### config.mk
export PLATFORM = sky130hd
export DESIGN_NAME = seq_shifter_flat
export DESIGN_NICKNAME = d
export VERILOG_FILES = /design/src/rtl/shifter_pkg.sv /design/src/rtl/seq_shifter_if.sv /design/src/rtl/shift_step.sv /design/src/rtl/seq_shifter.sv /design/src/flat_wrapper.sv
export SDC_FILE = /design/constraint.sdc
export NUM_CORES = 1
export LEC_CHECK = 0
export CORE_UTILIZATION = 51
export DETAILED_ROUTE_END_ITERATION = 16
export GPL_TIMING_DRIVEN = 0
export PLACE_DENSITY = 0.89
export SETUP_SLACK_MARGIN = 0.1
export SLEW_MARGIN = 25
export SYNTH_ARGS = -nofsm -noshare
export SYNTH_HDL_FRONTEND = slang
export SYNTH_SLANG_ARGS = --single-unit
### constraint.sdc
create_clock -name clk -period 3.6 [get_ports clk]
set_input_delay 0.72 -clock clk [delete_from_list [all_inputs] [get_ports clk]]
set_output_delay 0.72 -clock clk [all_outputs]
set_load 0.01 [all_outputs]
### src/rtl/shifter_pkg.sv
// Shared op encodings, FSM states and op legality for the sequential shifter.
// SEQ_SHIFTER_SRA_EN makes op 100 (arithmetic right shift) legal.
package shifter_pkg;

    localparam logic [2:0] OP_ROL = 3'b000;
    localparam logic [2:0] OP_SLL = 3'b001;
    localparam logic [2:0] OP_ROR = 3'b010;
    localparam logic [2:0] OP_SRL = 3'b011;
    localparam logic [2:0] OP_SRA = 3'b100;

    typedef enum logic [1:0] {
        StIdle  = 2'd0,
        StShift = 2'd1,
        StDone  = 2'd2
    } state_e;

    function automatic logic op_legal(input logic [2:0] op);
`ifdef SEQ_SHIFTER_SRA_EN
        return op <= OP_SRA;
`else
        return op <= OP_SRL;
`endif
    endfunction

endpackage

### src/rtl/seq_shifter_if.sv
// Request/result handshake bundle of the sequential shifter.
// master drives requests and consumes results; slave is the shifter.
interface seq_shifter_if #(
    parameter int unsigned WIDTH = 16
);
    localparam int unsigned CNT_W = $clog2(WIDTH);

    logic             in_valid;
    logic             in_ready;
    logic [WIDTH-1:0] in_data;
    logic [CNT_W-1:0] in_cnt;
    logic [2:0]       in_op;
    logic             out_valid;
    logic             out_ready;
    logic [WIDTH-1:0] out_data;
    logic             out_zero;
    logic             out_err;

    modport master (
        output in_valid, in_data, in_cnt, in_op, out_ready,
        input  in_ready, out_valid, out_data, out_zero, out_err
    );

    modport slave (
        input  in_valid, in_data, in_cnt, in_op, out_ready,
        output in_ready, out_valid, out_data, out_zero, out_err
    );

endinterface

### src/rtl/shift_step.sv
// Combinational single step: shifts/rotates i_data by i_amt (0..STEP, bounded by caller).
// With SEQ_SHIFTER_SRA_EN an i_fill port supplies the arithmetic sign bit.
module shift_step
    import shifter_pkg::*;
#(
    parameter int unsigned WIDTH = 16,
    parameter int unsigned CNT_W = $clog2(WIDTH)
) (
    input  logic [WIDTH-1:0] i_data,
    input  logic [CNT_W-1:0] i_amt,
    input  logic [2:0]       i_op,
`ifdef SEQ_SHIFTER_SRA_EN
    input  logic             i_fill,
`endif
    output logic [WIDTH-1:0] o_data
);

    logic [WIDTH-1:0] w_rol;
    logic [WIDTH-1:0] w_ror;
    logic [WIDTH-1:0] w_sll;
    logic [WIDTH-1:0] w_srl;

    // A shift of WIDTH by the complementary path yields 0, so amt=0 degenerates cleanly.
    assign w_rol = (i_data << i_amt) | (i_data >> (WIDTH - 32'(i_amt)));
    assign w_ror = (i_data >> i_amt) | (i_data << (WIDTH - 32'(i_amt)));
    assign w_sll = i_data << i_amt;
    assign w_srl = i_data >> i_amt;

`ifdef SEQ_SHIFTER_SRA_EN
    localparam logic [WIDTH-1:0] ONES = '1;
    logic [WIDTH-1:0] w_sra;
    assign w_sra = w_srl | (~(ONES >> i_amt) & {WIDTH{i_fill}});
`endif

    always_comb begin
        o_data = i_data;
        case (i_op)
            OP_ROL:  o_data = w_rol;
            OP_SLL:  o_data = w_sll;
            OP_ROR:  o_data = w_ror;
            OP_SRL:  o_data = w_srl;
`ifdef SEQ_SHIFTER_SRA_EN
            OP_SRA:  o_data = w_sra;
`endif
            default: o_data = i_data;
        endcase
    end

endmodule

### src/rtl/seq_shifter.sv
// Multi-cycle shift/rotate unit: up to STEP positions per clock, valid/ready on both sides.
// Optional SEQ_SHIFTER_SRA_EN enables op 100 (arithmetic right shift).
module seq_shifter
    import shifter_pkg::*;
#(
    parameter int unsigned WIDTH = 16,
    parameter int unsigned STEP  = 1
) (
    input  logic          clk,
    input  logic          rst,
    seq_shifter_if.slave  bus
);

    localparam int unsigned      CNT_W  = $clog2(WIDTH);
    localparam logic [CNT_W-1:0] STEP_C = CNT_W'(STEP);

    if (WIDTH < 4 || (WIDTH & (WIDTH - 1)) != 0) begin : g_bad_width
        $error("seq_shifter: WIDTH must be a power of 2 and >= 4");
    end
    if (STEP < 1 || STEP > WIDTH / 2 || (STEP & (STEP - 1)) != 0) begin : g_bad_step
        $error("seq_shifter: STEP must be a power of 2 in 1..WIDTH/2");
    end

    state_e           r_state;
    state_e           w_state_nxt;
    logic [WIDTH-1:0] r_data;
    logic [WIDTH-1:0] w_data_nxt;
    logic [CNT_W-1:0] r_rem;
    logic [CNT_W-1:0] w_rem_nxt;
    logic [2:0]       r_op;
    logic [2:0]       w_op_nxt;
    logic             r_err;
    logic             w_err_nxt;
    logic [CNT_W-1:0] w_amt;
    logic [WIDTH-1:0] w_step_data;
    logic             w_legal;

`ifdef SEQ_SHIFTER_SRA_EN
    logic             r_sign;
    logic             w_sign_nxt;
`endif

    assign w_amt   = (r_rem > STEP_C) ? STEP_C : r_rem;
    assign w_legal = op_legal(bus.in_op);

    shift_step #(
        .WIDTH (WIDTH),
        .CNT_W (CNT_W)
    ) u_shift_step (
        .i_data (r_data),
        .i_amt  (w_amt),
        .i_op   (r_op),
`ifdef SEQ_SHIFTER_SRA_EN
        .i_fill (r_sign),
`endif
        .o_data (w_step_data)
    );

    always_ff @(posedge clk or posedge rst) begin
        if (rst) begin
            r_state <= StIdle;
        end else begin
            r_state <= w_state_nxt;
        end
    end

    always_comb begin
        w_state_nxt   = r_state;
        w_data_nxt    = r_data;
        w_rem_nxt     = r_rem;
        w_op_nxt      = r_op;
        w_err_nxt     = r_err;
`ifdef SEQ_SHIFTER_SRA_EN
        w_sign_nxt    = r_sign;
`endif
        bus.in_ready  = 1'b0;
        bus.out_valid = 1'b0;

        unique case (r_state)
            StIdle: begin
                bus.in_ready = 1'b1;
                if (bus.in_valid) begin
                    w_data_nxt  = bus.in_data;
                    w_op_nxt    = bus.in_op;
                    w_err_nxt   = ~w_legal;
                    // Illegal ops pass through: zero count gives a single idle step.
                    w_rem_nxt   = w_legal ? bus.in_cnt : '0;
`ifdef SEQ_SHIFTER_SRA_EN
                    w_sign_nxt  = bus.in_data[WIDTH-1];
`endif
                    w_state_nxt = StShift;
                end
            end
            StShift: begin
                w_data_nxt = w_step_data;
                w_rem_nxt  = r_rem - w_amt;
                if (r_rem == w_amt) begin
                    w_state_nxt = StDone;
                end
            end
            StDone: begin
                bus.out_valid = 1'b1;
                if (bus.out_ready) begin
                    w_state_nxt = StIdle;
                end
            end
            default: w_state_nxt = StIdle;
        endcase
    end

    always_ff @(posedge clk or posedge rst) begin
        if (rst) begin
            r_data <= '0;
            r_rem  <= '0;
            r_op   <= OP_ROL;
            r_err  <= 1'b0;
`ifdef SEQ_SHIFTER_SRA_EN
            r_sign <= 1'b0;
`endif
        end else begin
            r_data <= w_data_nxt;
            r_rem  <= w_rem_nxt;
            r_op   <= w_op_nxt;
            r_err  <= w_err_nxt;
`ifdef SEQ_SHIFTER_SRA_EN
            r_sign <= w_sign_nxt;
`endif
        end
    end

    assign bus.out_data = r_data;
    assign bus.out_zero = (r_data == '0);
    assign bus.out_err  = r_err;

endmodule

### src/flat_wrapper.sv
// flat-port wrapper written by rule: the top's interface ports become plain ports
module seq_shifter_flat import shifter_pkg::*;
#(
    parameter int unsigned WIDTH = 16,
    parameter int unsigned STEP  = 1
)
  (clk, rst, bus_in_valid, bus_in_data, bus_in_cnt, bus_in_op, bus_out_ready, bus_in_ready, bus_out_valid, bus_out_data, bus_out_zero, bus_out_err);
  seq_shifter_if #(.WIDTH(WIDTH)) bus_i ();
  input  logic clk;
  input  logic rst;
  input wire logic [$bits(bus_i.in_valid)-1:0] bus_in_valid;
  input wire logic [$bits(bus_i.in_data)-1:0] bus_in_data;
  input wire logic [$bits(bus_i.in_cnt)-1:0] bus_in_cnt;
  input wire logic [$bits(bus_i.in_op)-1:0] bus_in_op;
  input wire logic [$bits(bus_i.out_ready)-1:0] bus_out_ready;
  output wire logic [$bits(bus_i.in_ready)-1:0] bus_in_ready;
  output wire logic [$bits(bus_i.out_valid)-1:0] bus_out_valid;
  output wire logic [$bits(bus_i.out_data)-1:0] bus_out_data;
  output wire logic [$bits(bus_i.out_zero)-1:0] bus_out_zero;
  output wire logic [$bits(bus_i.out_err)-1:0] bus_out_err;
  assign bus_i.in_valid = bus_in_valid;
  assign bus_i.in_data = bus_in_data;
  assign bus_i.in_cnt = bus_in_cnt;
  assign bus_i.in_op = bus_in_op;
  assign bus_i.out_ready = bus_out_ready;
  assign bus_in_ready = bus_i.in_ready;
  assign bus_out_valid = bus_i.out_valid;
  assign bus_out_data = bus_i.out_data;
  assign bus_out_zero = bus_i.out_zero;
  assign bus_out_err = bus_i.out_err;
  seq_shifter #(.WIDTH(WIDTH), .STEP(STEP)) u_core (.clk(clk), .rst(rst), .bus(bus_i));
endmodule
[Yosys cells after proc, flatten, opt, wreduce, memory -nomap -nowiden]
Cells that the tools add are included.
Storage, ports and cells
  register bits after elaboration: 26
  output and inout bits: 20
Cells by class
  add/sub/neg operators: 2
  order comparisons: 2
  eq/ne operators: 10
  shifts and indexed selects: 4
  multiplexer cells: 13
  bitwise logic cells: 3
  reduce and logical (&&, ||, !) cells: 8
Operators by type and width (number)
  one-hot mux 16 bit (4 select lines): 1
  bitwise OR 16 bit: 2
  one-hot mux 16 bit (2 select lines): 1
  << shifter 16 x 32 -> 16 bit: 1
  right shift 16 x 32 -> 16 bit: 1
  logical NOT 16 bit: 1
  2-to-1 mux 16 bit: 1
  << shifter 16 x 4 -> 16 bit: 1
  right shift 16 x 4 -> 16 bit: 1
  2-to-1 mux 4 bit: 3
  one-hot mux 4 bit (2 select lines): 1
  == test 3 x 2 -> 1 bit, second input constant: 2
  2-to-1 mux 2 bit: 3
  one-hot mux 2 bit (3 select lines): 1
  AND reduction 3 bit: 2
  subtractor 5 x 4 -> 6 bit, first input constant: 1
  != test 5 bit, second input constant: 1
  == test 4 bit: 1
  > comparator 4 x 1 -> 1 bit, second input constant: 1
  != test 2 bit, second input constant: 2
  AND reduction 2 bit: 2
  subtractor 4 bit: 1
  == test 3 x 1 -> 1 bit, second input constant: 1
  <= comparator 3 x 2 -> 1 bit, second input constant: 1
  other kinds (8): 9

[Longest topological paths before layout]
  depth in word-level cells: 7
  mapped depth: 12

[Modules after synthesis]
From an unflattened synthesis, not the netlist that was laid out.
Second synthesis, totals
  cells, all modules: 559
  area total of the unflattened synthesis: 4680.7 um2
By module, submodules not included
  shift_step: times used 1, cells each 437, area each 3354.5 um2, sequential area each 0.0 um2
  seq_shifter: times used 1, cells each 122, area each 1326.3 um2, sequential area each 650.6 um2

[Worst setup path before layout]
No wires, ideal clock.
  kind: reg2reg
  start point: register u_core.r_rem[3]
  end point: register u_core.r_data[15], in the netlist u_core.bus.out_data[15]
  setup time: 0.137 ns
  arrival: 2.525 ns
  path slack: 0.937 ns
  stages on the path, launching flop included: 12
  path buffers: 3
  cell sequence: dfrtp_1 or4_1 buf_6 clkinv_8 buf_4 ha_1 buf_2 mux2_2 nor2_1 a211oi_2 a2111oi_2 o22ai_1
Between the ends
  longest elaborated chain between the ends: 7
  elaborated cells between the ends (all ways): 11
Ends and longest elaborated chain
  start: declaration: RTL line seq_shifter.sv:28  | logic [CNT_W-1:0] r_rem;
  start signal: assignment: RTL line seq_shifter.sv:122  | r_rem <= w_rem_nxt;
  > comparator 4 x 1 -> 1 bit: RTL line seq_shifter.sv:43  | assign w_amt = (r_rem > STEP_C) ? STEP_C : r_rem;
  2-to-1 mux 4 bit (*): RTL line seq_shifter.sv:43
  subtractor 5 x 4 -> 6 bit: RTL line shift_step.sv:24, shift_step.sv:25
  << shifter 16 x 32 -> 16 bit / right shift 16 x 32 -> 16 bit (equally long branches): RTL line shift_step.sv:25, shift_step.sv:24
  bitwise OR 16 bit (on tied branches): RTL line shift_step.sv:25, shift_step.sv:24
  one-hot mux 16 bit (4 select lines) (*): RTL line shift_step.sv:37  | case (i_op)
  one-hot mux 16 bit (2 select lines) (*): RTL line seq_shifter.sv:79  | unique case (r_state)
  end signal: assignment: RTL line seq_shifter.sv:121  | r_data <= w_data_nxt;
  end: declaration: RTL line seq_shifter.sv:26  | logic [WIDTH-1:0] r_data;
Every way passes the cells marked *; elsewhere a longest branch is shown, timed or not.
A chain may end at the register's enable or synchronous reset.

[Final worst setup path]
  start point: register u_core.r_rem[3]
  end point: register u_core.r_data[13], in the netlist u_core.bus.out_data[13]
Same word-level chain as after synthesis.

==> run_results.csv <==
group,metric,value,unit
outcome,status,"completed",
placement,port_buffers,46,
finish,fin_cells,380,
synth,yosysSeqAreaShare,0.305,
synth,synth_ff_type,"dfrtp_1",
grt,grt_pass1_wl,10600,um
power,powerDensity,1060,mW/mm^2
finish,final_cell_mix,"nand2_1 (53), clkdlybuf4s50_1 (46), o21ai_0 (28), dfrtp_1 (26), nor2_1 (20)",
timing,slew_headroom,0.472,
grt,antenna_found_initial,0,
timing,rsz0062_at_grt,"no",
drt,drt_iter0_markers,266,
synth,syn_area,0.00213,mm^2
grt,grt_pass1_vias,2196,
drt,wl_per_cell,16.6,um
finish,n_fill_cell,358,
clocking,clockRootBuffer,"clkbuf_8",
clocking,cts_resized,0,
synth,yosysTopAreaCellShare,0.305,
grt,overflow,0,
clocking,cts_htree_levels,1,
timing,setup_viol,0,
synth,synth_warnings,0,
drt,final_antenna_net_count,0,
grt,grt_max_degree,27,
finish,fin_util,0.674,
critical_path,startpoint_type,"register",
critical_path,cp.arrival,3.16,ns
power,power,2.86,mW
placement,dp_hpwl,4550,um
critical_path,crit_fanout,10,
grt,grtUsageTotal,0.312,
finish,diodes,0,
drt,viasPerCell,6.14,
clocking,insertion_delay,0.27,ns
timing,drv_slew,0,
finish,multiInputGateArea,0.00131,mm^2
synth,synth_seq_cells,26,
finish,syn_to_final_growth,26.5,%
synth,syn_area_per_cell,7.59,um^2
timing,period_share,0.839,
critical_path,required,3.74,ns
synth,synth_edf_count,0,
clocking,cts_tree,"yes",
synth,synth.distinct_cells,52,
floorplanning,die_height,66.7,um
timing,fmax,0.331,GHz
placement,place_inst,377,
synth,syn_nets,310,
worst_hold_path,worstHoldPathType,"reg -> reg",
clocking,post_cts_buffers,0,
clocking,path_clk_slew,0.09,ns
timing,finalClockSkew,0.00394,ns
clocking,cts.sinks,26,
clocking,clockBufferDepth,2,
floorplanning,start_util,0.533,
flow_run,maxCapViolCount,0,
finish,final_common_cell,"nand2_1",
floorplanning,core_area,0.00400,mm^2
synth,synth_top_area_cell,"dfrtp_1",
drt,drc,0,
synth,async_flop_share,1.00,
drt,vias,2333,
finish,nNetsFinal,361,
floorplanning,io_pins,47,
synth,synthCells,281,
drt,drtPass1Iterations,5,
floorplanning,die_w,66.7,um
floorplanning,dieArea,0.00444,mm^2
power,p_leak,1.10,nW
timing,holdWs,0.483,ns
floorplanning,fp-row-count,23,
timing,worstMarginPinSlew,0.793,ns
critical_path,crit_type,"reg -> reg",
drt,finalWirelength,6330,um
power,peakVddDrop,0.497,mV
timing,fin_tns_setup,0,ns
critical_path,end_kind,"register",
clocking,cts_buffers,3,
synth,netlist_top_cells_area,"dfrtp_1 (31%), nand2_1 (9.3%), mux2i_1 (8.0%)",
placement,place.gp.congestion,0.989,
timing,hold_viol,0,
finish,drive_above_1_share,0.0727,
clocking,holdBufCountCts,0,
timing,period_needed,3.02,ns
finish,register_area,651,um^2
==> path summary, 6_finish.rpt <==
path,startpoint,to,slack [ns],depth (start not counted)
setup reg to reg,u_core.r_rem[3],u_core.bus.out_data[13],0.58,11
min in group asynchronous,rst,u_core.bus.out_data[7],0.81,2
hold / removal,u_core.bus.out_err,u_core.bus.out_err,0.48,2
setup / recovery,u_core.r_rem[3],u_core.bus.out_data[13],0.58,11
hold reg to reg,u_core.bus.out_err,u_core.bus.out_err,0.48,2
max in group asynchronous,rst,u_core.bus.out_data[3],2.43,2
==> cells in the mapped netlist (2+ instances only) <==
library cell  number
a211oi_1           2
clkbuf_1          16
nor2b_1            4
dfrtp_1           26
nor4_1             5
mux2_2             4
nand4_1            2
nand2b_1           4
and3_1             3
a31oi_1            5
inv_1              5
nand2_1           53
or2_2              2
ha_1               2
o211ai_1           4
o31ai_1            2
buf_6              2
o22ai_1            2
o21ai_0           28
a2bb2oi_1          3
buf_2              5
mux2i_1           17
nor2_1            20
a21oi_1           17
a32oi_1            3
nand3_1            9
or3_1              4
nor3_1             6
nor3b_1            3
==> flip-flops by register name (all words and copies together) (netlist names) <==
name,cells
u_core.r_op,3
u_core.r_rem,4
u_core.bus.out_data,16
u_core.bus.out_err,1
u_core.r_state,2
==> metal layers <==
layer / track usage / wire (um) / share of wire / up-vias
li1: - / - / - / 1106
met3: 0.0377 / 550 / 0.087 / 17
met5: 0 / 0 / 0 / -
met4: 0.0824 / 124 / 0.020 / 0
met1: 0.419 / 2750 / 0.43 / 1068
met2: 0.521 / 2900 / 0.46 / 142
==> per-stage QoR <==
stage / worst slack (ns) / instance area, um^2
final: 0.578 / 2700
after global routing: 0.445 / 2700
after CTS: 0.642 / 2700
after detailed placement: 0.663 / 2660
after global placement: 0.637 / 2660
after floorplan: 0.937 / 2130
==> layout make-up <==
type                    count  share of cell area
multi-input cells         223               0.484
flip-flops and latches     26               0.241
repair buffers             46               0.171
plain buffers              26              0.0520
well taps                  50              0.0232
clock buffers               3              0.0153
inverters                   6              0.0130
==> cell families after synthesis <==
family | Yosys count | share of synthesized area
multiplexers | 21 | 0.101
AO/OA/AOI/OAI | 79 | 0.235
other | 1 | 0.00176
buffers and inverters | 32 | 0.0822
flip-flops | 26 | 0.305
adder cells (fa/ha/maj) | 2 | 0.0117
AND/OR/NAND/NOR | 120 | 0.263
==> critical path, stage by stage, from the launching register on <==
cell and delay [ns]:
dfrtp_1 0.43, or4_1 0.55, buf_6 0.16, clkinv_8 0.06, buf_4 0.17, ha_1 0.24
buf_2 0.18, buf_2 0.23, nand3_1 0.13, a31oi_1 0.12, a2111oi_0 0.45, o21ai_0 0.17
==> where the power goes <==
group / internal [mW] / switching [mW]
Clock: 0.0752 / 0.0964
Sequential: 0.450 / 0.202
Combinational: 0.883 / 1.15
Power figures use the tool's default switching activity.
